**config.mk**
```make
export PLATFORM = sky130hd
export DESIGN_NAME = cpi_tx_gen
export DESIGN_NICKNAME = d
export VERILOG_FILES = /design/src/rtl/cpi_tx_gen.sv
export SDC_FILE = /design/constraint.sdc
export NUM_CORES = 1
export LEC_CHECK = 0
export CAP_MARGIN = 20
export CELL_PAD_IN_SITES_DETAIL_PLACEMENT = 0
export CELL_PAD_IN_SITES_GLOBAL_PLACEMENT = 2
export CORE_MARGIN = 2
export CORE_UTILIZATION = 35
export CTS_BUF_LIST = sky130_fd_sc_hd__clkbuf_4 sky130_fd_sc_hd__clkbuf_8 sky130_fd_sc_hd__clkbuf_16
export CTS_CLUSTER_DIAMETER = 60
export DETAILED_ROUTE_END_ITERATION = 10
export PLACE_DENSITY_LB_ADDON = 0.25
export SYNTH_ARGS = -nofsm -noshare
export SYNTH_HDL_FRONTEND = slang
export SYNTH_SLANG_ARGS = --single-unit
```
**constraint.sdc**
```tcl
create_clock -name clk_i -period 13.75 [get_ports clk_i]
set_input_delay 4.125 -clock clk_i [delete_from_list [all_inputs] [get_ports clk_i]]
set_output_delay 4.125 -clock clk_i [all_outputs]
set_load 0.1 [all_outputs]
```
**src/rtl/cpi_tx_gen.sv**
```systemverilog
// CPI camera-interface transmitter: frames a valid/ready pixel stream onto pclk/hsync/vsync/data.
// Latency: a frame starts on the first pclk falling edge after start_i; outputs change only on that edge.
// Backpressure: px_ready pulses once per pixel slot; a missing pixel sends 0 and flags err without stalling.
module cpi_tx_gen #(
  parameter int DATA_W = 10,
  parameter int CNT_W  = 16,
  parameter int DIV_W  = 8
) (
  input  logic              clk_i,
  input  logic              rstn_i,
  input  logic              cfg_en_i,
  input  logic [DIV_W-1:0]  cfg_div_i,
  input  logic [CNT_W-1:0]  cfg_width_i,
  input  logic [CNT_W-1:0]  cfg_height_i,
  input  logic [CNT_W-1:0]  cfg_vsync_i,
  input  logic [CNT_W-1:0]  cfg_vblank_i,
  input  logic [CNT_W-1:0]  cfg_hblank_i,
  input  logic              start_i,
  input  logic [DATA_W-1:0] px_data_i,
  input  logic              px_valid_i,
  output logic              px_ready_o,
  output logic              cpi_pclk_o,
  output logic              cpi_hsync_o,
  output logic              cpi_vsync_o,
  output logic [DATA_W-1:0] cpi_data_o,
  output logic              busy_o,
  output logic              frame_done_o,
  output logic              err_o
);

  typedef enum logic [2:0] {
    S_IDLE   = 3'd0,
    S_VSYNC  = 3'd1,
    S_VBLANK = 3'd2,
    S_LINE   = 3'd3,
    S_HBLANK = 3'd4,
    S_DONE   = 3'd5
  } state_t;

  state_t             state_q, state_d;
  logic [DIV_W-1:0]   div_cnt_q, div_cnt_d;
  logic               pclk_q, pclk_d;
  logic [CNT_W-1:0]   cnt_q, cnt_d;
  logic [CNT_W-1:0]   line_q, line_d;
  logic               hsync_q, hsync_d;
  logic               vsync_q, vsync_d;
  logic [DATA_W-1:0]  data_q, data_d;
  logic               err_q, err_d;
  logic               done_q, done_d;
  logic               latch;

  // configuration captured at frame start so mid-frame cfg changes are harmless
  logic [DIV_W-1:0]   div_l;
  logic [CNT_W-1:0]   width_l, height_l, vsync_l, vblank_l, hblank_l;

  logic [DIV_W-1:0]   div_sel, div_lim;
  logic [CNT_W-1:0]   vs_len, hb_len;
  logic               toggle, tick;

  // the divider follows the live setting while idle so pclk free-runs, latched value during a frame
  always_comb begin
    div_sel = (state_q == S_IDLE) ? cfg_div_i : div_l;
    div_lim = (div_sel == '0) ? DIV_W'(1) : div_sel;
    toggle  = cfg_en_i && (div_cnt_q >= div_lim - 1'b1);
    tick    = toggle && pclk_q;
    vs_len  = (vsync_l == '0) ? CNT_W'(1) : vsync_l;
    hb_len  = (hblank_l == '0) ? CNT_W'(1) : hblank_l;
  end

  assign px_ready_o   = (state_q == S_LINE) && tick;
  assign cpi_pclk_o   = pclk_q;
  assign cpi_hsync_o  = hsync_q;
  assign cpi_vsync_o  = vsync_q;
  assign cpi_data_o   = data_q;
  assign busy_o       = (state_q != S_IDLE);
  assign frame_done_o = done_q;
  assign err_o        = err_q;

  // next-state, divider and pad values; pad values only move on a tick (pclk falling)
  always_comb begin
    state_d   = state_q;
    cnt_d     = cnt_q;
    line_d    = line_q;
    hsync_d   = hsync_q;
    vsync_d   = vsync_q;
    data_d    = data_q;
    err_d     = 1'b0;
    done_d    = 1'b0;
    latch     = 1'b0;
    div_cnt_d = div_cnt_q + 1'b1;
    pclk_d    = pclk_q;

    if (!cfg_en_i) begin
      div_cnt_d = '0;
      pclk_d    = 1'b0;
    end else if (toggle) begin
      div_cnt_d = '0;
      pclk_d    = !pclk_q;
    end

    if (!cfg_en_i) begin
      state_d = S_IDLE;
      hsync_d = 1'b0;
      vsync_d = 1'b0;
      data_d  = '0;
    end else begin
      case (state_q)
        S_IDLE: begin
          if (start_i) begin
            if (cfg_width_i != '0 && cfg_height_i != '0) begin
              latch   = 1'b1;
              state_d = S_VSYNC;
              cnt_d   = '0;
              line_d  = '0;
            end else begin
              err_d = 1'b1;
            end
          end
        end
        S_VSYNC: begin
          if (tick) begin
            vsync_d = 1'b1;
            hsync_d = 1'b0;
            data_d  = '0;
            if (cnt_q == vs_len - 1'b1) begin
              cnt_d   = '0;
              state_d = (vblank_l == '0) ? S_LINE : S_VBLANK;
            end else begin
              cnt_d = cnt_q + 1'b1;
            end
          end
        end
        S_VBLANK: begin
          if (tick) begin
            vsync_d = 1'b0;
            if (cnt_q == vblank_l - 1'b1) begin
              cnt_d   = '0;
              state_d = S_LINE;
            end else begin
              cnt_d = cnt_q + 1'b1;
            end
          end
        end
        S_LINE: begin
          if (tick) begin
            vsync_d = 1'b0;
            hsync_d = 1'b1;
            data_d  = px_valid_i ? px_data_i : '0;
            err_d   = !px_valid_i;
            if (cnt_q == width_l - 1'b1) begin
              cnt_d   = '0;
              line_d  = line_q + 1'b1;
              state_d = S_HBLANK;
            end else begin
              cnt_d = cnt_q + 1'b1;
            end
          end
        end
        S_HBLANK: begin
          if (tick) begin
            hsync_d = 1'b0;
            data_d  = '0;
            if (cnt_q == hb_len - 1'b1) begin
              cnt_d   = '0;
              state_d = (line_q < height_l) ? S_LINE : S_DONE;
            end else begin
              cnt_d = cnt_q + 1'b1;
            end
          end
        end
        S_DONE: begin
          if (tick) begin
            done_d  = 1'b1;
            state_d = S_IDLE;
          end
        end
        default: state_d = S_IDLE;
      endcase
    end
  end

  // state, divider and pad registers with synchronous active-low reset
  always_ff @(posedge clk_i) begin
    if (!rstn_i) begin
      state_q   <= S_IDLE;
      div_cnt_q <= '0;
      pclk_q    <= 1'b0;
      cnt_q     <= '0;
      line_q    <= '0;
      hsync_q   <= 1'b0;
      vsync_q   <= 1'b0;
      data_q    <= '0;
      err_q     <= 1'b0;
      done_q    <= 1'b0;
    end else begin
      state_q   <= state_d;
      div_cnt_q <= div_cnt_d;
      pclk_q    <= pclk_d;
      cnt_q     <= cnt_d;
      line_q    <= line_d;
      hsync_q   <= hsync_d;
      vsync_q   <= vsync_d;
      data_q    <= data_d;
      err_q     <= err_d;
      done_q    <= done_d;
    end
  end

  // frame configuration snapshot taken when a start request is accepted
  always_ff @(posedge clk_i) begin
    if (!rstn_i) begin
      div_l    <= '0;
      width_l  <= '0;
      height_l <= '0;
      vsync_l  <= '0;
      vblank_l <= '0;
      hblank_l <= '0;
    end else if (latch) begin
      div_l    <= cfg_div_i;
      width_l  <= cfg_width_i;
      height_l <= cfg_height_i;
      vsync_l  <= cfg_vsync_i;
      vblank_l <= cfg_vblank_i;
      hblank_l <= cfg_hblank_i;
    end
  end

endmodule
```
==> run summary, run 1 <==
outcome: complete, no violations
Starting DRT DRC Count: 446
Final min period: 12.53 ns
CP endpoint kind: output pin
static leakage: 4.09 nW
Post-synth ARST share: 0
grt met1 use: 0.275
net load switching power: 377 uW
GR peak layer: met2
Net Count, Synth: 1302
synth warn: 0
sequential cell area fraction in the yosys report: 0.320
worst r2r path cells: 20
CTS buffer count: 17
die area: 27400 um^2
vias: 8248
Starting Density: 0.354
final setup vio count: 0
WP data required: 9.62 ns
kind of cell adding the most delay to the critical path: buffers and inverters
commonest non-fill, non-tap cell in the layout: nand2_1
sw frac: 0.307
Hold Crit Class: flop to flop
Detail Route Antenna Nets: 0
worst hold path endpoint: div_l[0]$_SDFFE_PN0P_
layout net count: 1375
Comb power frac: 0.227
Fmax: 79.8 MHz
max-cap viol count: 0
number of synthesized flops with an enable pin: 0
CTS Buffer Depth: 2
post-CTS setup buffers: 0
Slew @ Worst Pin: 1.01 ns
Synth Area per Inst: 7.84 um^2
worst slack at placement: 1.21 ns
CTS sink count: 146
Reg power frac: 0.383
Synth area leader: dfxtp_1
share of cells above drive strength 1: 0.0559
Cell Count, Final, Fillers Out: 1589
post-synthesis cell area: 9150 um^2
cell breakdown of the critical path: clkdlybuf4s50_1 -> o31ai_1 -> a31oi_1 -> a21o_1 -> ha_1 -> o21ai_0 -> nand2b_1 -> xnor2_1 -> ha_1 -> and3_1 -> nand2_1 -> o21ai_0 -> a31oi_1 -> nor2_1 -> clkdlybuf4s50_1
met2 Usage GRT: 0.292
clk_skew: 0.0164 ns
port buffer count: 119
routed vias/inst: 5.19
CP arrival: 8.40 ns
post-synth top area share: 0.320
#FFs+latches synth: 146
vias in the first global route: 8006
Setup CP Type: input pin to output pin
filler cell count: 2658
initial antenna violation count: 1
top cells by area, synth: dfxtp_1 (32%), nand2_1 (9.2%), a21boi_0 (5.9%), xnor2_1 (5.6%), xor2_1 (4.5%)
worst r2r src: state_q[1]$_SDFFE_PN0P_
Root Driver: clkbuf_16
# DRC: 0
Max VDD drop: 0.0000711 V
end of the worst register-to-register path: line_q[9]$_SDFFE_PN0P_
Buf+Inv Stages, Crit Path: 2
P&R area growth vs syn: 21.8%
H-tree levels: 4
fin. max-slew vios: 0
CP max-delay cell: clkdlybuf4s50_1
largest net degree at the start of global routing: 105
Tcrit/Tclk final: 0.911
commonest cells after routing, fill and taps aside: nand2_1 (222), dfxtp_1 (146), clkdlybuf4s50_1 (118), nor2_1 (80), a21boi_0 (72)
clock tree from TritonCTS: yes
Boundary Pins: 120
clock-pin transition on the worst setup and hold timing paths: 0.07 ns
# hold bufs at CTS: 0
grt ovf: 0
RePlAce Congestion: 0.806
Die H: 166 um
Routed wire per std cell: 16.3 um
DRT Pass-1 Iters: 5
Clock Latency Late Sink: 0.44 ns
Worst Slack Setup Final: 1.22 ns
Pint: 850 uW
Detailed Route WL: 25900 um
power per cell area: 110 nW/um^2
origin of the worst min-delay path: div_l[0]$_SDFFE_PN0P_
ys flop type: dfxtp_1
slew margin rel.: 0.327
r2r setup slk: 8.08 ns
cells after synthesis: 1167
CTS-repair resized insts: 0
core area: 25800 um^2
library cells used by synthesis: 82
Site Rows: 59
total chip power: 1.23 mW
setup TNS: 0 ns
Worst Hold Depth: 2
first-pass GRT wire length: 42900 um
routing usage on met3: 0.0358
Die X: 166 um
global-route usage over all layers: 0.190
crit-path max FO: 4
Final Hold Fails: 0
DP HPWL: 18500 um
RSZ-0062 raised after global routing: no
Largest stage delay, worst path: 1.16 ns
clock share of power: 0.390
Worst Setup Start Kind: input pin
DP Cell Count: 1556
-- area by class of cell --
type                    instances  area [um^2]  area share
inverters                      38          143      0.0128
well taps                     335          419      0.0376
repair buffers                127         1250       0.112
diodes                          1         2.50    0.000225
multi-input cells             910         5800       0.521
flip-flops and latches        146         2920       0.262
clock inverters                13          149      0.0134
clock buffers                  19          453      0.0407
-- logic make-up (layout without fill, tap and decap cells) --
family | Yosys count | after routing | share of synthesized area
AO/OA/AOI/OAI | 258 | 258 | 0.207
XOR/XNOR | 105 | 105 | 0.101
adder cells (fa/ha/maj) | 32 | 32 | 0.0438
buffers and inverters | 111 | 197 | 0.0471
flip-flops | 146 | 146 | 0.320
multiplexers | 17 | 17 | 0.0189
other | 0 | 1 | 0
AND/OR/NAND/NOR | 498 | 498 | 0.263
-- synthesized netlist by cell type (all sizes together) (4+ instances only) --
cell     number
or3           5
nor3b         4
and3         16
a211oi        8
a21oi        25
o31ai        10
nor4         30
nor2         80
o21a         11
clkbuf       65
a31oi        10
inv          38
a211o         4
and2          9
nand4        19
buf           8
a22oi        11
nor2b         9
o211ai       12
nor3         41
xnor2        58
xor2         47
o21ai        28
a21boi       88
or4           5
mux2i        15
dfxtp       146
nand2       224
ha           32
nand2b        9
a21o         12
nand3        30
a2bb2oi       4
-- per-layer routing --
layer	vias to the layer above	part of all wire
li1	4250	-
met1	3819	0.52
met2	157	0.43
met3	22	0.040
met4	0	0.012
met5	-	0
-- how the worst max path moves through the flow --
stage                       startpoint          to  slack [ns]  cells past startpoint
after floorplan           cfg_div_i[4]  px_ready_o        2.02                     13
after global placement    cfg_div_i[4]  px_ready_o        1.27                     15
after detailed placement  cfg_div_i[4]  px_ready_o        1.21                     15
after CTS                 cfg_div_i[4]  px_ready_o        1.21                     15
after global routing      cfg_div_i[4]  px_ready_o        0.90                     15
final                     cfg_div_i[4]  px_ready_o        1.22                     15
-- power by group through the flow --
stage,Sequential (mW),Combinational [mW],Clock [mW]
2_1_floorplan,0.466,0.205,0
3_3_place_gp,0.479,0.279,0
3_5_place_dp,0.479,0.278,0
4_1_cts,0.470,0.281,0.493
5_1_grt,0.474,0.312,0.512
6_report,0.470,0.278,0.478
-- through the flow --
step            util  cell area [um^2]  hold WS, ns
5_1_grt        0.431             11100        0.488
4_1_cts        0.431             11100        0.464
6_report       0.431             11100        0.466
3_5_place_dp   0.408             10500        0.455
2_1_floorplan      -              9150        0.435
3_3_place_gp   0.408             10500        0.456
-- registers in the layout, summed over array words and instances, names as in the netlist --
name,count
cnt_q,16
cpi_data_o,10
cpi_hsync_o,1
cpi_pclk_o,1
cpi_vsync_o,1
div_cnt_q,8
div_l,8
err_o,1
frame_done_o,1
hblank_l,16
height_l,16
line_q,16
state_q,3
vblank_l,16
vsync_l,16
width_l,16
-- tightest hold or removal path, delay by kind of cell, from the launching register on --
kind            cells  cell delay, ns
compound gates      1            0.05
flops               1            0.32
simple gates        1            0.05
No activity file was read; power rests on OpenSTA's default activity.
==> inputs of run 2 (changes only) <==
--- a/config.mk
+++ b/config.mk
@@ -9,7 +9,7 @@
 export CELL_PAD_IN_SITES_DETAIL_PLACEMENT = 0
 export CELL_PAD_IN_SITES_GLOBAL_PLACEMENT = 2
 export CORE_MARGIN = 2
-export CORE_UTILIZATION = 35
+export CORE_UTILIZATION = 33
 export CTS_BUF_LIST = sky130_fd_sc_hd__clkbuf_4 sky130_fd_sc_hd__clkbuf_8 sky130_fd_sc_hd__clkbuf_16
 export CTS_CLUSTER_DIAMETER = 60
 export DETAILED_ROUTE_END_ITERATION = 10
==> constraint.sdc (replaced) <==
create_clock -name clk_i -period 14.4 [get_ports clk_i]
set_input_delay 4.32 -clock clk_i [delete_from_list [all_inputs] [get_ports clk_i]]
set_output_delay 4.32 -clock clk_i [all_outputs]
set_load 0.1 [all_outputs]
==> run 2 against run 1 <==
Compared with the run above: first-iteration DRC count is 4.3% lower; cell area increased by 0.62%; global-route usage down 0.52 points; final cell count up 2.2%; count of clock-buffer cells in the layout decreased by 1; wire length up 1.5%; critical path type unchanged; largest cell class unchanged; highest routed layer unchanged.
==> run summary, run 2 (synthesis results as in run 1) <==
worst r2r path cells: 19 (-5.0%)
static leakage: 4.09 nW (about the same)
layout net count: 1374 (-0.073%)
Detail Route Antenna Nets: 0 (unchanged)
CTS Buffer Depth: 2 (unchanged)
Detailed Route WL: 26300 um (+1.5%)
final core occ: 0.414 (-0.0176)
CTS buffer count: 17 (unchanged)
kind of cell adding the most delay to the critical path: compound AO/OA/AOI/OAI gates
initial antenna violation count: 0 (-1)
Worst Setup Start Kind: input pin
H-tree levels: 4 (unchanged)
commonest cells after routing, fill and taps aside: nand2_1 (222), dfxtp_1 (146), clkdlybuf4s50_1 (118), nor2_1 (80), a21boi_0 (72)
Clock Latency Late Sink: 0.43 ns (about the same)
total chip power: 1.20 mW (-2.2%)
commonest non-fill, non-tap cell in the layout: nand2_1
vias in the first global route: 7718 (-3.6%)
Hold Crit Class: flop to flop
Boundary Pins: 120 (unchanged)
final setup vio count: 0 (unchanged)
Site Rows: 60 (+1.7%)
routed vias/inst: 5.07 (-2.3%)
slew margin rel.: 0.316 (-0.0115)
Starting Density: 0.337 (-0.0165)
outcome: complete, no violations
Tcrit/Tclk final: 0.924
# hold bufs at CTS: 0 (unchanged)
Buf+Inv Stages, Crit Path: 2 (unchanged)
Worst Hold Depth: 2 (unchanged)
power per cell area: 107 nW/um^2 (-2.8%)
RePlAce Congestion: 0.794 (-1.5%)
largest net degree at the start of global routing: 105 (unchanged)
area of the multi-input gates: 5800 um^2 (unchanged)
Worst Slack Setup Final: 1.09 ns (-0.136 ns)
DRT Pass-1 Iters: 4 (-1)
clock-pin transition on the worst setup and hold timing paths: 0.06 ns (about the same)
origin of the worst min-delay path: height_l[12]$_SDFFE_PN0P_
CP arrival: 8.99 ns (+0.59 ns)
P&R area growth vs syn: 22.5%
filler cell count: 2781 (+4.6%)
CTS sink count: 146 (unchanged)
r2r setup slk: 9.02 ns (+0.94 ns)
post-CTS setup buffers: 0 (unchanged)
share of cells above drive strength 1: 0.0551 (-0.000754)
fin. max-slew vios: 0 (unchanged)
end of the worst register-to-register path: line_q[9]$_SDFFE_PN0P_
Die X: 170 um (+2.9%)
grt ovf: 0 (unchanged)
crit-path max FO: 7 (+3)
cell breakdown of the critical path: clkdlybuf4s50_1 -> o31ai_1 -> a311oi_1 -> a21o_1 -> ha_1 -> o21ai_0 -> nand2b_1 -> xnor2_1 -> ha_1 -> and3_1 -> a221oi_1 -> o21ai_0 -> a31oi_1 -> nor2_1 -> clkdlybuf4s50_1
CP max-delay cell: clkdlybuf4s50_1
Final Instance Area: 11200 um^2 (+0.62%)
Starting DRT DRC Count: 427 (-4.3%)
clk_skew: 0.0162 ns (-0.000271 ns)
DP HPWL: 18900 um (+2.1%)
max-cap viol count: 0 (unchanged)
core area: 27100 um^2 (+4.9%)
CTS-repair resized insts: 0 (unchanged)
WP data required: 10.08 ns (+0.46 ns)
Setup CP Type: input pin to output pin
Routed wire per std cell: 16.2 um (-0.67%)
die area: 29100 um^2 (+5.9%)
Cell Area, Placed: 10600 um^2 (+0.37%)
vias: 8238 (-0.12%)
worst slack at placement: 1.15 ns (-0.0636 ns)
Antenna diodes: 0 (-1)
first-pass GRT wire length: 42400 um (-1.1%)
RSZ-0062 raised after global routing: no
Final min period: 13.31 ns
Slew @ Worst Pin: 1.02 ns (+0.0172 ns)
port buffer count: 119 (unchanged)
global-route usage over all layers: 0.185 (-0.00518)
Reg area: 2920 um^2 (unchanged)
setup TNS: 0 ns (unchanged)
Largest stage delay, worst path: 1.01 ns (-0.15 ns)
Final Hold Fails: 0 (unchanged)
# DRC: 0 (unchanged)
worst r2r src: state_q[1]$_SDFFE_PN0P_
Max VDD drop: 0.0000800 V (+12%)
worst hold path endpoint: height_l[12]$_SDFFE_PN0P_
Fmax: 75.1 MHz
CP endpoint kind: output pin
clock tree from TritonCTS: yes
Die H: 170 um (+2.9%)
Root Driver: clkbuf_16
## run 2: worst max path at each step
stage	from	to	slack, ns	cells past startpoint
6_report	cfg_div_i[4]	px_ready_o	1.09	15
5_1_grt	cfg_div_i[4]	px_ready_o	0.83	15
4_1_cts	cfg_div_i[4]	px_ready_o	1.13	15
3_5_place_dp	cfg_div_i[4]	px_ready_o	1.15	15
3_3_place_gp	cfg_div_i[4]	px_ready_o	1.15	15
2_1_floorplan	cfg_div_i[4]	px_ready_o	2.28	13
## run 2: stage by stage
stage | hold slack [ns] | instances
2_1_floorplan | 0.435 | 1167
3_3_place_gp | 0.458 | 1592
3_5_place_dp | 0.462 | 1592
4_1_cts | 0.471 | 1624
5_1_grt | 0.497 | 1624
6_report | 0.470 | 1624
## run 2: area by class of cell
type / count / area share
multi-input cells: 910 / 0.518
flip-flops and latches: 146 / 0.261
repair buffers: 126 / 0.111
well taps: 372 / 0.0415
clock buffers: 18 / 0.0386
clock inverters: 14 / 0.0180
inverters: 38 / 0.0127
## run 2: layer usage
| layer | up-vias | track usage | share of wire | wire length [um] |
|---|---|---|---|---|
| met1 | 3836 | 0.264 | 0.52 | 13500 |
| li1 | 4254 | - | - | - |
| met5 | - | 0 | 0 | 0 |
| met4 | 0 | 0.0465 | 0.0085 | 224 |
| met2 | 133 | 0.291 | 0.44 | 11600 |
| met3 | 15 | 0.0300 | 0.034 | 907 |
## run 2: power by group
part / internal [mW] / total (mW) / switching (mW)
registers: 0.422 / 0.449 / 0.0273
logic: 0.123 / 0.267 / 0.144
clock network: 0.294 / 0.484 / 0.190
## run 2: worst register-to-register path, cell delays in order (launching register included)
cell and delay, ns:
dfxtp_1 0.49, nor3_4 0.22, buf_4 0.34, inv_2 0.16
o31ai_1 0.45, a311oi_1 0.18, a21o_1 0.22, ha_1 0.21
o21ai_0 0.16, nand2b_1 0.18, xnor2_1 0.09, ha_1 0.29
and3_1 0.16, nand2_1 0.06, o21ai_0 0.27, a31oi_1 0.32
nor4_4 0.71, o21ai_2 0.28, or3_1 0.41, a21oi_1 0.14
==> inputs of run 3 (changes only) <==
--- a/config.mk
+++ b/config.mk
@@ -9,7 +9,7 @@
 export CELL_PAD_IN_SITES_DETAIL_PLACEMENT = 0
 export CELL_PAD_IN_SITES_GLOBAL_PLACEMENT = 2
 export CORE_MARGIN = 2
-export CORE_UTILIZATION = 33
+export CORE_UTILIZATION = 30
 export CTS_BUF_LIST = sky130_fd_sc_hd__clkbuf_4 sky130_fd_sc_hd__clkbuf_8 sky130_fd_sc_hd__clkbuf_16
 export CTS_CLUSTER_DIAMETER = 60
 export DETAILED_ROUTE_END_ITERATION = 10
==> constraint.sdc (replaced) <==
create_clock -name clk_i -period 10.75 [get_ports clk_i]
set_input_delay 3.225 -clock clk_i [delete_from_list [all_inputs] [get_ports clk_i]]
set_output_delay 3.225 -clock clk_i [all_outputs]
set_load 0.1 [all_outputs]
==> run 3 against run 2 <==
Compared with the run above: combinational power increased by 33%; register-to-register slack worse by 3.5 ns; final cell count rose by 0.99%; wire length up 2.4%; total power up 39%; critical endpoint unchanged; first-iteration DRC count down 11%; sequential power grew 34%.
==> run summary, run 3 (synthesis results as in run 1) <==
Detail Route Antenna Nets: 0 (unchanged)
Die H: 179 um (+4.8%)
CTS-repair resized insts: 0 (unchanged)
Root Driver: clkbuf_16
global-route usage over all layers: 0.172 (-0.0132)
Boundary Pins: 120 (unchanged)
grt ovf: 0 (unchanged)
total chip power: 1.67 mW (+39%)
WP data required: 7.53 ns (-2.55 ns)
clk_skew: 0.00883 ns (-0.00732 ns)
DP HPWL: 19400 um (+2.9%)
worst hold slack: 0.468 ns (-0.00204 ns)
RSZ-0062 raised after global routing: no
Hold Crit Class: flop to flop
clock-pin transition on the worst setup and hold timing paths: 0.06 ns (about the same)
worst slack at placement: 0.959 ns (-0.191 ns)
filler cell count: 3108 (+12%)
setup TNS: 0 ns (unchanged)
final setup vio count: 0 (unchanged)
DRT Pass-1 Iters: 5 (+1)
Reg power frac: 0.360 (-0.014)
static leakage: 4.12 nW (+0.74%)
Site Rows: 63 (+5.0%)
Worst Slack Setup Final: 0.925 ns (-0.163 ns)
crit-path max FO: 4 (-3)
max-cap viol count: 0 (unchanged)
Worst Setup Start Kind: input pin
fin. max-slew vios: 0 (unchanged)
initial antenna violation count: 0 (unchanged)
outcome: complete, no violations
Die X: 179 um (+4.8%)
Slew @ Worst Pin: 1.03 ns (+0.00757 ns)
Worst Hold Depth: 2 (unchanged)
layout net count: 1372 (-0.15%)
port buffer count: 119 (unchanged)
CTS buffer count: 17 (unchanged)
Starting DRT DRC Count: 380 (-11%)
Comb power frac: 0.213 (-0.009)
area of the multi-input gates: 5810 um^2 (about the same)
routed vias/inst: 5.00 (-1.5%)
Setup CP Type: input pin to output pin
core area: 29800 um^2 (+9.9%)
Final min period: 9.82 ns
Clock Latency Late Sink: 0.43 ns (about the same)
power per cell area: 148 nW/um^2 (+38%)
post-CTS setup buffers: 0 (unchanged)
# hold bufs at CTS: 0 (unchanged)
commonest cells after routing, fill and taps aside: nand2_1 (222), dfxtp_1 (146), clkdlybuf4s50_1 (117), nor2_1 (80), a21boi_0 (72)
P&R area growth vs syn: 23.4%
sw frac: 0.287 (-0.0137)
clock tree from TritonCTS: yes
share of cells above drive strength 1: 0.0552 (+0.0000882)
# DRC: 0 (unchanged)
Antenna diodes: 0 (unchanged)
net load switching power: 479 uW (+33%)
Routed wire per std cell: 16.4 um (+1.4%)
vias in the first global route: 7837 (+1.5%)
die area: 31900 um^2 (+9.8%)
Reg area: 2920 um^2 (unchanged)
CTS Buffer Depth: 2 (unchanged)
slew margin rel.: 0.311 (-0.00506)
Starting Density: 0.307 (-0.0305)
vias: 8197 (-0.50%)
RePlAce Congestion: 0.815 (+2.7%)
CP arrival: 6.60 ns (-2.39 ns)
Fmax: 102 MHz
Pint: 1.19 mW (+42%)
Detailed Route WL: 26900 um (+2.4%)
worst r2r path cells: 20 (+1)
first-pass GRT wire length: 42800 um (+0.94%)
Final Hold Fails: 0 (unchanged)
CP endpoint kind: output pin
largest net degree at the start of global routing: 105 (unchanged)
CTS sink count: 146 (unchanged)
Tcrit/Tclk final: 0.914
Max VDD drop: 0.000116 V (+45%)
final core occ: 0.379 (-0.0347)
commonest non-fill, non-tap cell in the layout: nand2_1
H-tree levels: 4 (unchanged)
clock share of power: 0.426 (+0.022)
## run 3: area by class of cell
type                       instances  share of cell area
clock buffer                      18              0.0384
clock inverter                    14              0.0231
inverter                          38              0.0126
multi-input combinational        910               0.514
sequential                       146               0.259
tap                              390              0.0432
timing repair buffer             124               0.109
## run 3: layer usage
layer  share of wire  wire [um]  GRT usage
met1            0.52      13900      0.246
met2            0.44      11800      0.270
met3           0.038       1020     0.0279
met4          0.0085        229     0.0390
met5               0          0          0
## run 3: power by group through the flow
stage	logic (mW)	registers [mW]	clock network (mW)
finish	0.356	0.602	0.712
CTS	0.361	0.602	0.730
detailed placement	0.359	0.614	0
global route	0.402	0.606	0.748
global placement	0.359	0.614	0
floorplan	0.262	0.596	0
## run 3: worst max-delay path, stage by stage
cell             delay (ns)
clkdlybuf4s50_1        0.48
o31ai_1                0.45
a311oi_1               0.17
a21o_1                 0.22
ha_1                   0.21
o21ai_0                0.15
nand2b_1               0.17
xnor2_1                0.13
ha_1                   0.27
and3_1                 0.16
a221oi_1               0.24
o21ai_0                0.18
a31oi_1                0.23
nor2_1                 0.12
buf_12                 0.18
## run 3: worst paths after layout
path / start / end / slack (ns)
min reg2reg: div_l[0]$_SDFFE_PN0P_ / div_l[0]$_SDFFE_PN0P_ / 0.47
min: div_l[0]$_SDFFE_PN0P_ / div_l[0]$_SDFFE_PN0P_ / 0.47
max reg2reg: state_q[1]$_SDFFE_PN0P_ / line_q[15]$_SDFFE_PN0P_ / 5.49
max: cfg_div_i[5] / px_ready_o / 0.93
## run 3: metrics by stage
step | instances | cell area, um^2
6_report | 1640 | 11300
5_1_grt | 1640 | 11300
4_1_cts | 1640 | 11300
3_5_place_dp | 1608 | 10600
3_3_place_gp | 1608 | 10600
2_1_floorplan | 1167 | 9150
